**src/rtl/relay_pkg.sv**
```systemverilog
// Shared fetch-stage types and helpers: FSM state encoding, halt opcode
// default and the instruction length decoder.
package relay_pkg;

  typedef enum logic [2:0] {
    S_IDLE,
    S_FETCH_OP,
    S_FETCH_HI,
    S_FETCH_LO,
    S_HOLD,
    S_HALT
  } fetch_state_t;

  localparam logic [7:0] OP_HALT_DEFAULT = 8'hAE;
  localparam logic [1:0] GOTO_MASK       = 2'b11;

  // GOTO-family opcodes carry a 16-bit immediate; everything else is 1 byte.
  function automatic logic [1:0] instr_len(input logic [7:0] op);
    return (op[7:6] == GOTO_MASK) ? 2'd3 : 2'd1;
  endfunction

endpackage

```
**src/rtl/pc_register.sv**
```systemverilog
// 16-bit program counter: synchronous reset, load (priority) and increment
// with natural wrap from 16'hFFFF to 16'h0000.
module pc_register #(
  parameter logic [15:0] RESET_VAL = 16'h0000
) (
  input  logic        clk,
  input  logic        reset_n,
  input  logic        load,
  input  logic [15:0] load_value,
  input  logic        inc,
  output logic [15:0] pc
);

  always_ff @(posedge clk) begin
    if (!reset_n) begin
      pc <= RESET_VAL;
    end else if (load) begin
      pc <= load_value;
    end else if (inc) begin
      pc <= pc + 16'd1;
    end
  end

endmodule

```
**src/rtl/fetch_sequencer.sv**
```systemverilog
// Instruction fetch stage: walks the PC over memory, captures opcode and
// optional immediate, and hands a complete instruction to decode.
module fetch_sequencer
  import relay_pkg::*;
#(
  parameter logic [15:0] PC_RESET = 16'h0000,
  parameter logic [7:0]  OP_HALT  = OP_HALT_DEFAULT
) (
  input  logic        clk,
  input  logic        reset_n,
  input  logic        run,
  input  logic        pc_load,
  input  logic [15:0] pc_load_value,
  input  logic [7:0]  mem_rdata,
  output logic [15:0] mem_addr,
  output logic        mem_read,
  output logic        addr_oe,
  output logic        instr_valid,
  input  logic        instr_ready,
  output logic [7:0]  opcode,
  output logic [15:0] imm,
  output logic [15:0] pc,
  output logic        halted
);

  fetch_state_t state;
  fetch_state_t next_state;
  logic         pc_ld;
  logic         pc_inc;
  logic         fetching;

  pc_register #(
    .RESET_VAL (PC_RESET)
  ) u_pc (
    .clk        (clk),
    .reset_n    (reset_n),
    .load       (pc_ld),
    .load_value (pc_load_value),
    .inc        (pc_inc),
    .pc         (pc)
  );

  always_ff @(posedge clk) begin
    if (!reset_n) begin
      state <= S_IDLE;
    end else begin
      state <= next_state;
    end
  end

  // pc_load is honoured only where the PC is not being walked by a fetch.
  always_comb begin
    next_state = state;
    pc_ld      = 1'b0;
    pc_inc     = 1'b0;
    case (state)
      S_IDLE, S_HALT: begin
        pc_ld = pc_load;
        if (run) begin
          next_state = S_FETCH_OP;
        end
      end
      S_FETCH_OP: begin
        pc_inc     = 1'b1;
        next_state = (instr_len(mem_rdata) == 2'd3) ? S_FETCH_HI : S_HOLD;
      end
      S_FETCH_HI: begin
        pc_inc     = 1'b1;
        next_state = S_FETCH_LO;
      end
      S_FETCH_LO: begin
        pc_inc     = 1'b1;
        next_state = S_HOLD;
      end
      S_HOLD: begin
        if (instr_ready) begin
          pc_ld      = pc_load;
          next_state = (opcode == OP_HALT) ? S_HALT : S_FETCH_OP;
        end
      end
      default: next_state = S_IDLE;
    endcase
  end

  always_ff @(posedge clk) begin
    if (!reset_n) begin
      opcode <= 8'h00;
      imm    <= 16'h0000;
    end else begin
      case (state)
        S_FETCH_OP: begin
          opcode <= mem_rdata;
          imm    <= 16'h0000;
        end
        S_FETCH_HI: imm[15:8] <= mem_rdata;
        S_FETCH_LO: imm[7:0]  <= mem_rdata;
        default: ;
      endcase
    end
  end

  // Bus outputs decode straight from the registered state so they are glitch-free.
  assign fetching    = (state == S_FETCH_OP) || (state == S_FETCH_HI) ||
                       (state == S_FETCH_LO);
  assign mem_addr    = fetching ? pc : 16'h0000;
  assign mem_read    = fetching;
  assign addr_oe     = fetching;
  assign instr_valid = (state == S_HOLD);
  assign halted      = (state == S_HALT);

endmodule

```
**config.mk**
```make
export PLATFORM = sky130hd
export DESIGN_NAME = fetch_sequencer
export DESIGN_NICKNAME = d
export VERILOG_FILES = /design/src/rtl/relay_pkg.sv /design/src/rtl/pc_register.sv /design/src/rtl/fetch_sequencer.sv
export SDC_FILE = /design/constraint.sdc
export NUM_CORES = 1
export LEC_CHECK = 0
export CORE_MARGIN = 2
export CORE_UTILIZATION = 44
export CTS_CLUSTER_DIAMETER = 150
export DETAILED_ROUTE_END_ITERATION = 16
export GPL_ROUTABILITY_DRIVEN = 0
export GPL_TIMING_DRIVEN = 0
export HOLD_SLACK_MARGIN = 0.1
export PLACE_DENSITY = 0.8
export SETUP_SLACK_MARGIN = 0.1
export SLEW_MARGIN = 20
export SYNTH_ARGS = -nofsm -noshare
export SYNTH_HDL_FRONTEND = slang
export SYNTH_HIERARCHICAL = 1
export SYNTH_SLANG_ARGS = --single-unit
export TNS_END_PERCENT = 100
```
**constraint.sdc**
```tcl
create_clock -name clk -period 2.59 [get_ports clk]
set_clock_uncertainty 0.15 [all_clocks]
set_input_delay 0.3885 -clock clk [delete_from_list [all_inputs] [get_ports clk]]
set_output_delay 0.3885 -clock clk [all_outputs]
set_load 0.1 [all_outputs]
```
* Word level (Yosys, flattened, before mapping)
Index checks and enable logic that the tools add are counted. W data, S select, Z words.
Storage, ports and cells: register bits 43, bits of input ports 29, output and inout bits 60, word-level logic and storage cells 39
Cells by class: $add $sub $neg 1, equal/unequal tests 10, mux-type cells 14, reduce and logical (&&, ||, !) cells 9
Operator list (number):
- $mux W16 | 3
- $pmux W8 S2 | 2
- $add A16 B1 Y16 const B | 1
- $pmux W3 S5 | 1
- $mux W3 | 4
- $eq A8 B8 Y1 const B | 1
- $eq A3 B2 Y1 const B | 2
- $eq A3 B3 Y1 const B | 2
- $reduce_bool A2 Y1 | 3
- $eq A2 B2 Y1 const B | 2
- $eq A3 B1 Y1 const B | 1
- $logic_not A3 Y1 | 1
- $reduce_or A3 Y1 | 1
- $logic_or A1 B1 Y1 | 2
- $mux W1 | 2
- $mux W2 | 1
- $ne A2 B1 Y1 const B | 1
- $ne A2 B2 Y1 const B | 1
- $pmux W1 S2 | 1
- $reduce_and A2 Y1 | 1
- $reduce_or A2 Y1 | 1

* Longest topological paths before layout
Gate-level depths: netlist of run 1.
word-level depth 5, depth in mapped cells 10, gate-level depth less buffers 6

* Cells and area by module
Netlist of run 1, hierarchy kept.
By module, submodules not included:
- fetch_sequencer | instances 1, cells an instance 163, area each 1468.9 um^2, seq. area each 540.5 um^2
- pc_register | instances 1, cells an instance 99, area each 919.6 um^2, seq. area each 320.3 um^2

* Least setup slack after synthesis of run 1
No wires, ideal clock.
path type reg-to-output, from register state[2], to output port mem_addr[10], arrival time 2032 ps, required time 2052 ps, path slack 20 ps, stages on the path, launching flop included 6, buffers on the path 2, path through dfxtp_1 -> buf_6 -> o21bai_4 -> inv_2 -> buf_2 -> and2_1
On the way: longest elaborated chain between the ends 4, elaborated cells between the ends (all ways) 6, classes of those cells eq/ne (3); mux (1); reduce/logical (2)
RTL lines:
- start, declared | RTL line fetch_sequencer.sv:26 | fetch_state_t state;
- start signal, assigned | RTL line fetch_sequencer.sv:47 | state <= next_state;
- $eq A3 B1 Y1 / $eq A3 B2 Y1 (equally long branches) | RTL line fetch_sequencer.sv:103 | assign fetching = (state == S_FETCH_OP) || (state == S_FETCH_HI) ||
- $logic_or A1 B1 Y1 | RTL line fetch_sequencer.sv:103
- $logic_or A1 B1 Y1 (*) | RTL line fetch_sequencer.sv:103
- named net addr_oe | RTL line fetch_sequencer.sv:17 | output logic addr_oe,
- $mux W16 (*) | RTL line fetch_sequencer.sv:105 | assign mem_addr = fetching ? pc : 16'h0000;
- end, declared | RTL line fetch_sequencer.sv:15 | output logic [15:0] mem_addr,
The timed path passes the listed nets; every way through them passes the cells marked *.

* Final worst setup path of run 1
from register u_pc.pc[4], to output port pc[4]
RTL lines:
- start, declared | RTL line pc_register.sv:11 | output logic [15:0] pc
- start signal, assigned | RTL line pc_register.sv:18 | pc <= load_value;
- start signal, assigned | RTL line pc_register.sv:20 | pc <= pc + 16'd1;
- end, declared | RTL line fetch_sequencer.sv:22 | output logic [15:0] pc,
No word-level cell between the ends.

==> results.ini, run 1 <==
[global_route]
first_global_vias=1979
overflow=0
grt_pass1_wl_um=10050
grt_antenna_before_repair=0
grt.met1_usage=0.2815
met3_usage=0.03837
grt.busiest_layer=met2
track_usage=0.2087
grtUsageMet2=0.3422
grt_max_degree=17

[floorplan]
start_util=0.4618
dieArea_um2=6034
die_w_um=77.68
core_area_um2=5172
rows=26
die_y_um=77.68
ioPinCount=89

[finish]
n_fill_cell=444
diodes=0
fin_area_um2=3433
fin_nets=387
seqCellArea_um2=860.8
drive_above_1_share=0.1821
final_util=0.6638
multi_input_area_um2=1366
area_growth_pct=43.74

[placement]
dpl.hpwl_um=4594
io_buffers=88
place_area_um2=3368

[flow_run]
drv_cap=0

[timing]
rsz0062_at_grt=no
min_period_ns=2.419
max_freq_ghz=0.4134
setup_viol=0
finalSetupTns_ns=0
period_share=0.9340
tightest_slew_ns=0.9940
hold_viol_final=0
slew_headroom=0.3353
slew_viol_final=0

[synth]
synth_area_leaders=dfxtp_1, and2_1, xnor2_1, nand2_1, o21ai_0
synth-warning-count=6
synth-seq-cells=43
synth_cell_types=42
synth_seq_area_share=0.3604
syn_area_um2=2389
yosysTopAreaCellShare=0.3604
synth_fp_nets=292
ys.flop_type=dfxtp_1
synth_common_cells=dfxtp_1, nand2_1, and2_1
synthCells=262
synth_top_area_cell=dfxtp_1
yosysMostFrequentCell=dfxtp_1
syn-mean-instance-area_um2=9.117
async_flop_share=0
synth_edf_count=0

[routing]
wire_per_inst_um=14.39
wl_um=6146
drtPass1Iterations=4
routed_via_density=5.059
ant_nets=0
drc=0
first_iter_violations=78
num_vias=2160

[power_and_ir_drop]
cellLeakagePower_uw=0.001337
ir_drop_uv=392.2
powerDensity_nw_per_um2=777.0

[clock_tree]
cts-root-buf=clkbuf_8
cts_buffers=5
cts.sinks=43
cts_buffer_depth=2
cts_tree=done
htreeDepth=2
clk_pin_slew_worst_paths_ns=0.08
clock_latency_ns=0.28

[critical_path]
start_kind=flip-flop
cp_top_family=buffers and inverters
slowest_stage=clkdlybuf4s50_1
required_ns=2.05
crit_fanout=4
cp.arrival_ns=1.88
endpoint_kind=output pin
critical_path_class=flip-flop to output pin
critPathBufInv=1
path_cells=clkdlybuf4s50_1
critPathMaxStageDelay_ns=1.17

[min_path]
min_path_type=flip-flop to flip-flop

[run_status]
status=finished clean

cell type report:
| cell class | instances | share of cell area |
|---|---|---|
| Multi-Input combinational cell | 193 | 0.3980 |
| Sequential cell | 43 | 0.2507 |
| Clock inverter | 1 | 0.001458 |
| Clock buffer | 6 | 0.02405 |
| Inverter | 5 | 0.005466 |
| Timing Repair Buffer | 88 | 0.2500 |
| Tap cell | 70 | 0.02551 |
| Buffer | 21 | 0.04483 |
registers in the layout (all words and copies together) (netlist names):
signal	cells
u_pc/pc	16
imm	16
opcode	8
state	3
report_power, final:
part / internal [uW] / switching (uW) / total (uW)
logic: 381 / 1040 / 1420
registers: 732 / 90.2 / 822
clock network: 210 / 220 / 429
cell families after synthesis:
kind of cell	Yosys count	synth area share
AND/OR/NAND/NOR	110	0.3070
XOR/XNOR	15	0.05500
buffers and inverters	26	0.07228
adder cells (fa/ha/maj)	1	0.005238
multiplexers	10	0.04243
AO/OA/AOI/OAI	57	0.1577
flip-flops	43	0.3604
repair_timing:
item	4_1_cts	5_1_grt
setup endpoints to repair	26	16
gates resized for setup	85	17
buffers inserted	0	0
hold buffers	0	0
layout by cell type (no fill, tap or decap), drive strengths merged:
master | synthesis | routed
nand2 | 27 | 27
ha | 1 | 1
mux2 | 1 | 1
nor3b | 11 | 11
nor4bb | 1 | 1
and4b | 1 | 1
nand3 | 13 | 13
nor4b | 2 | 2
o21bai | 1 | 1
clkbuf | 9 | 26
buf | 12 | 13
a21boi | 16 | 16
clkdlybuf4s50 | 0 | 58
clkinv | 0 | 1
clkdlybuf4s15 | 0 | 8
dlygate4sd2 | 0 | 6
a31oi | 2 | 2
dfxtp | 43 | 43
dlymetal6s2s | 0 | 4
a21oi | 11 | 11
nor2 | 3 | 3
xnor2 | 12 | 12
inv | 5 | 5
nand2b | 2 | 2
o21ai | 20 | 20
and3b | 1 | 1
mux2i | 9 | 9
o211a | 5 | 5
nor2b | 9 | 9
o41ai | 1 | 1
nand4 | 6 | 6
o2111a | 1 | 1
and2 | 24 | 24
xor2 | 3 | 3
nor3 | 4 | 4
nor4 | 6 | 6
worst min-delay path: stages (launching register included):
cell	delay [ns]
dfxtp_1	0.32
nand2_1	0.05
a21boi_1	0.05
layer usage:
metal,vias to the layer above,part of all wire,wire length (um)
met4,0,0.011,70
met2,56,0.47,2911
met5,-,0,0
met1,1000,0.46,2852
met3,4,0.051,311
li1,1100,-,-
through the flow:
stage	instances	hold WS (ns)	setup WS (ns)	power, uW
after floorplan	262	0.3763	0.1088	1946
after global placement	420	0.2911	-0.2699	2271
after detailed placement	420	0.2957	-0.3065	2287
after CTS	427	0.3072	0.1025	2677
after global routing	427	0.3228	0.1010	2794
final	427	0.3112	0.1710	2668
final timing paths:
| path | startpoint | to | slack [ns] | cells after the start |
|---|---|---|---|---|
| hold reg to reg | imm[6] | imm[6] | 0.31 | 2 |
| setup reg to reg | state[2] | u_pc/pc[11] | 0.28 | 10 |
| hold / removal | imm[6] | imm[6] | 0.31 | 2 |
| setup / recovery | u_pc/pc[4] | pc[4] | 0.17 | 1 |
Note: power is estimated with default switching activity, not from simulation.
==> inputs of run 2 (changes only) <==
--- a/config.mk
+++ b/config.mk
@@ -12,6 +12,7 @@
 export GPL_ROUTABILITY_DRIVEN = 0
 export GPL_TIMING_DRIVEN = 0
 export HOLD_SLACK_MARGIN = 0.1
+export MAX_ROUTING_LAYER = met4
 export PLACE_DENSITY = 0.8
 export SETUP_SLACK_MARGIN = 0.1
 export SLEW_MARGIN = 20
==> results.ini, run 2 (synthesis results as in run 1) <==
[placement]
io_buffers=88  ; unchanged
dpl.hpwl_um=4594  ; unchanged
post-place-ws_ns=-0.3065  ; unchanged

[critical_path]
path_cells=clkdlybuf4s50_1
cp.arrival_ns=1.88  ; about the same
endpoint_kind=output pin
crit_fanout=4  ; unchanged
critPathMaxStageDelay_ns=1.17  ; about the same
cp_top_family=buffers and inverters
slowest_stage=clkdlybuf4s50_1
start_kind=flip-flop
critPathBufInv=1  ; unchanged
critical_path_class=flip-flop to output pin
required_ns=2.05  ; about the same

[floorplan]
ioPinCount=89  ; unchanged
die_y_um=77.68  ; unchanged
rows=26  ; unchanged
dieArea_um2=6034  ; unchanged
start_util=0.4618  ; unchanged
die_w_um=77.68  ; unchanged
core_area_um2=5172  ; unchanged

[power_and_ir_drop]
ir_drop_uv=392.1  ; about the same
cellLeakagePower_uw=0.001337  ; unchanged
power_uw=2666  ; about the same
powerDensity_nw_per_um2=776.4  ; about the same

[clock_tree]
clk_pin_slew_worst_paths_ns=0.08  ; about the same
clock_latency_ns=0.28  ; about the same
cts_buffers=5  ; unchanged
cts.sinks=43  ; unchanged
cts_buffer_depth=2  ; unchanged
htreeDepth=2  ; unchanged
cts-root-buf=clkbuf_8
cts_tree=done
post_cts_buffers=0  ; unchanged

[finish]
reg_top3=imm (16), u_pc/pc (16), opcode (8)
final_util=0.6638  ; unchanged
fin_nets=387  ; unchanged
diodes=0  ; unchanged
drive_above_1_share=0.1821  ; unchanged
seqCellArea_um2=860.8  ; unchanged
area_growth_pct=43.74  ; unchanged
n_fill_cell=444  ; unchanged
final_cell_mix=clkdlybuf4s50_1, dfxtp_1, nand2_1, o21ai_0, and2_1
multi_input_area_um2=1366  ; unchanged
final_common_cell=clkdlybuf4s50_1

[routing]
routed_via_density=5.030  ; -0.56%
wire_per_inst_um=14.39  ; unchanged
num_vias=2148  ; -0.56%
ant_nets=0  ; unchanged
drc=0  ; unchanged
route.met2.wl_um=2900  ; -0.38%
drtPass1Iterations=4  ; unchanged
met3_length_um=244  ; -22%
wl_um=6146  ; unchanged
first_iter_violations=83  ; +6.4%
drt-met1-wl_um=2930  ; +2.7%
highest_layer=met4

[run_status]
status=finished clean

[global_route]
track_usage=0.2143  ; +0.005543
grt_pass1_wl_um=10030  ; -0.14%
grt_antenna_before_repair=0  ; unchanged
first_global_vias=1979  ; unchanged
grt_max_degree=17  ; unchanged
overflow=0  ; unchanged

[flow_run]
drv_cap=0  ; unchanged

[timing]
setup_viol=0  ; unchanged
holdWs_ns=0.3112  ; +0.00003300 ns
slew_headroom=0.3357  ; +0.0004310
max_freq_ghz=0.4133  ; about the same
period_share=0.9343  ; about the same
setup_ws_ns=0.1702  ; -0.0007440 ns
rsz0062_at_grt=no
slew_viol_final=0  ; unchanged
min_period_ns=2.420  ; +0.0007440 ns
tightest_slew_ns=0.9933  ; -0.0006435 ns
hold_viol_final=0  ; unchanged

[min_path]
min_path_type=flip-flop to flip-flop

run 2: path summary, 6_finish.rpt:
kind | from | end | slack (ns) | cells past startpoint
hold / removal | imm[6] | imm[6] | 0.31 | 2
setup / recovery | u_pc/pc[4] | pc[4] | 0.17 | 1
setup reg to reg | state[2] | u_pc/pc[11] | 0.28 | 10
hold reg to reg | imm[6] | imm[6] | 0.31 | 2
run 2: cell type report:
cell class / instances / area share
repair buffers: 88 / 0.2500
multi-input cells: 193 / 0.3980
well taps: 70 / 0.02551
plain buffers: 21 / 0.04483
clock buffers: 6 / 0.02405
clock inverters: 1 / 0.001458
flip-flops and latches: 43 / 0.2507
inverters: 5 / 0.005466
run 2: layer usage:
| metal | track usage | vias to the layer above |
|---|---|---|
| met5 | - | - |
| met4 | 0.05000 | 0 |
| met3 | 0.03837 | 4 |
| met2 | 0.3405 | 49 |
| met1 | 0.2844 | 995 |
| li1 | - | 1100 |
run 2: timing repair:
item                       4_1_cts  5_1_grt
pin swaps                        0        0
resized for setup               85       17
setup endpoints to repair       26       16
hold buffers                     0        0
cloned                           0        0
run 2: power by group:
group          internal [uW]  switching (uW)
sequential               732            90.3
clock                    209             218
combinational            381            1030
total                   1320            1340
run 2: metrics by stage:
stage          cells  TNS (ns)  area (um2)
2_1_floorplan    262         0        2400
3_3_place_gp     420    -2.721        3368
3_5_place_dp     420    -2.963        3368
4_1_cts          427         0        3410
5_1_grt          427         0        3433
6_report         427         0        3433
==> inputs of run 3 (changes only) <==
--- a/config.mk
+++ b/config.mk
@@ -8,6 +8,7 @@
 export CORE_MARGIN = 2
 export CORE_UTILIZATION = 44
 export CTS_CLUSTER_DIAMETER = 150
+export CTS_CLUSTER_SIZE = 28
 export DETAILED_ROUTE_END_ITERATION = 16
 export GPL_ROUTABILITY_DRIVEN = 0
 export GPL_TIMING_DRIVEN = 0
==> results of run 3 <==
The final DEF is identical to that of run 2; final timing and power are the same.
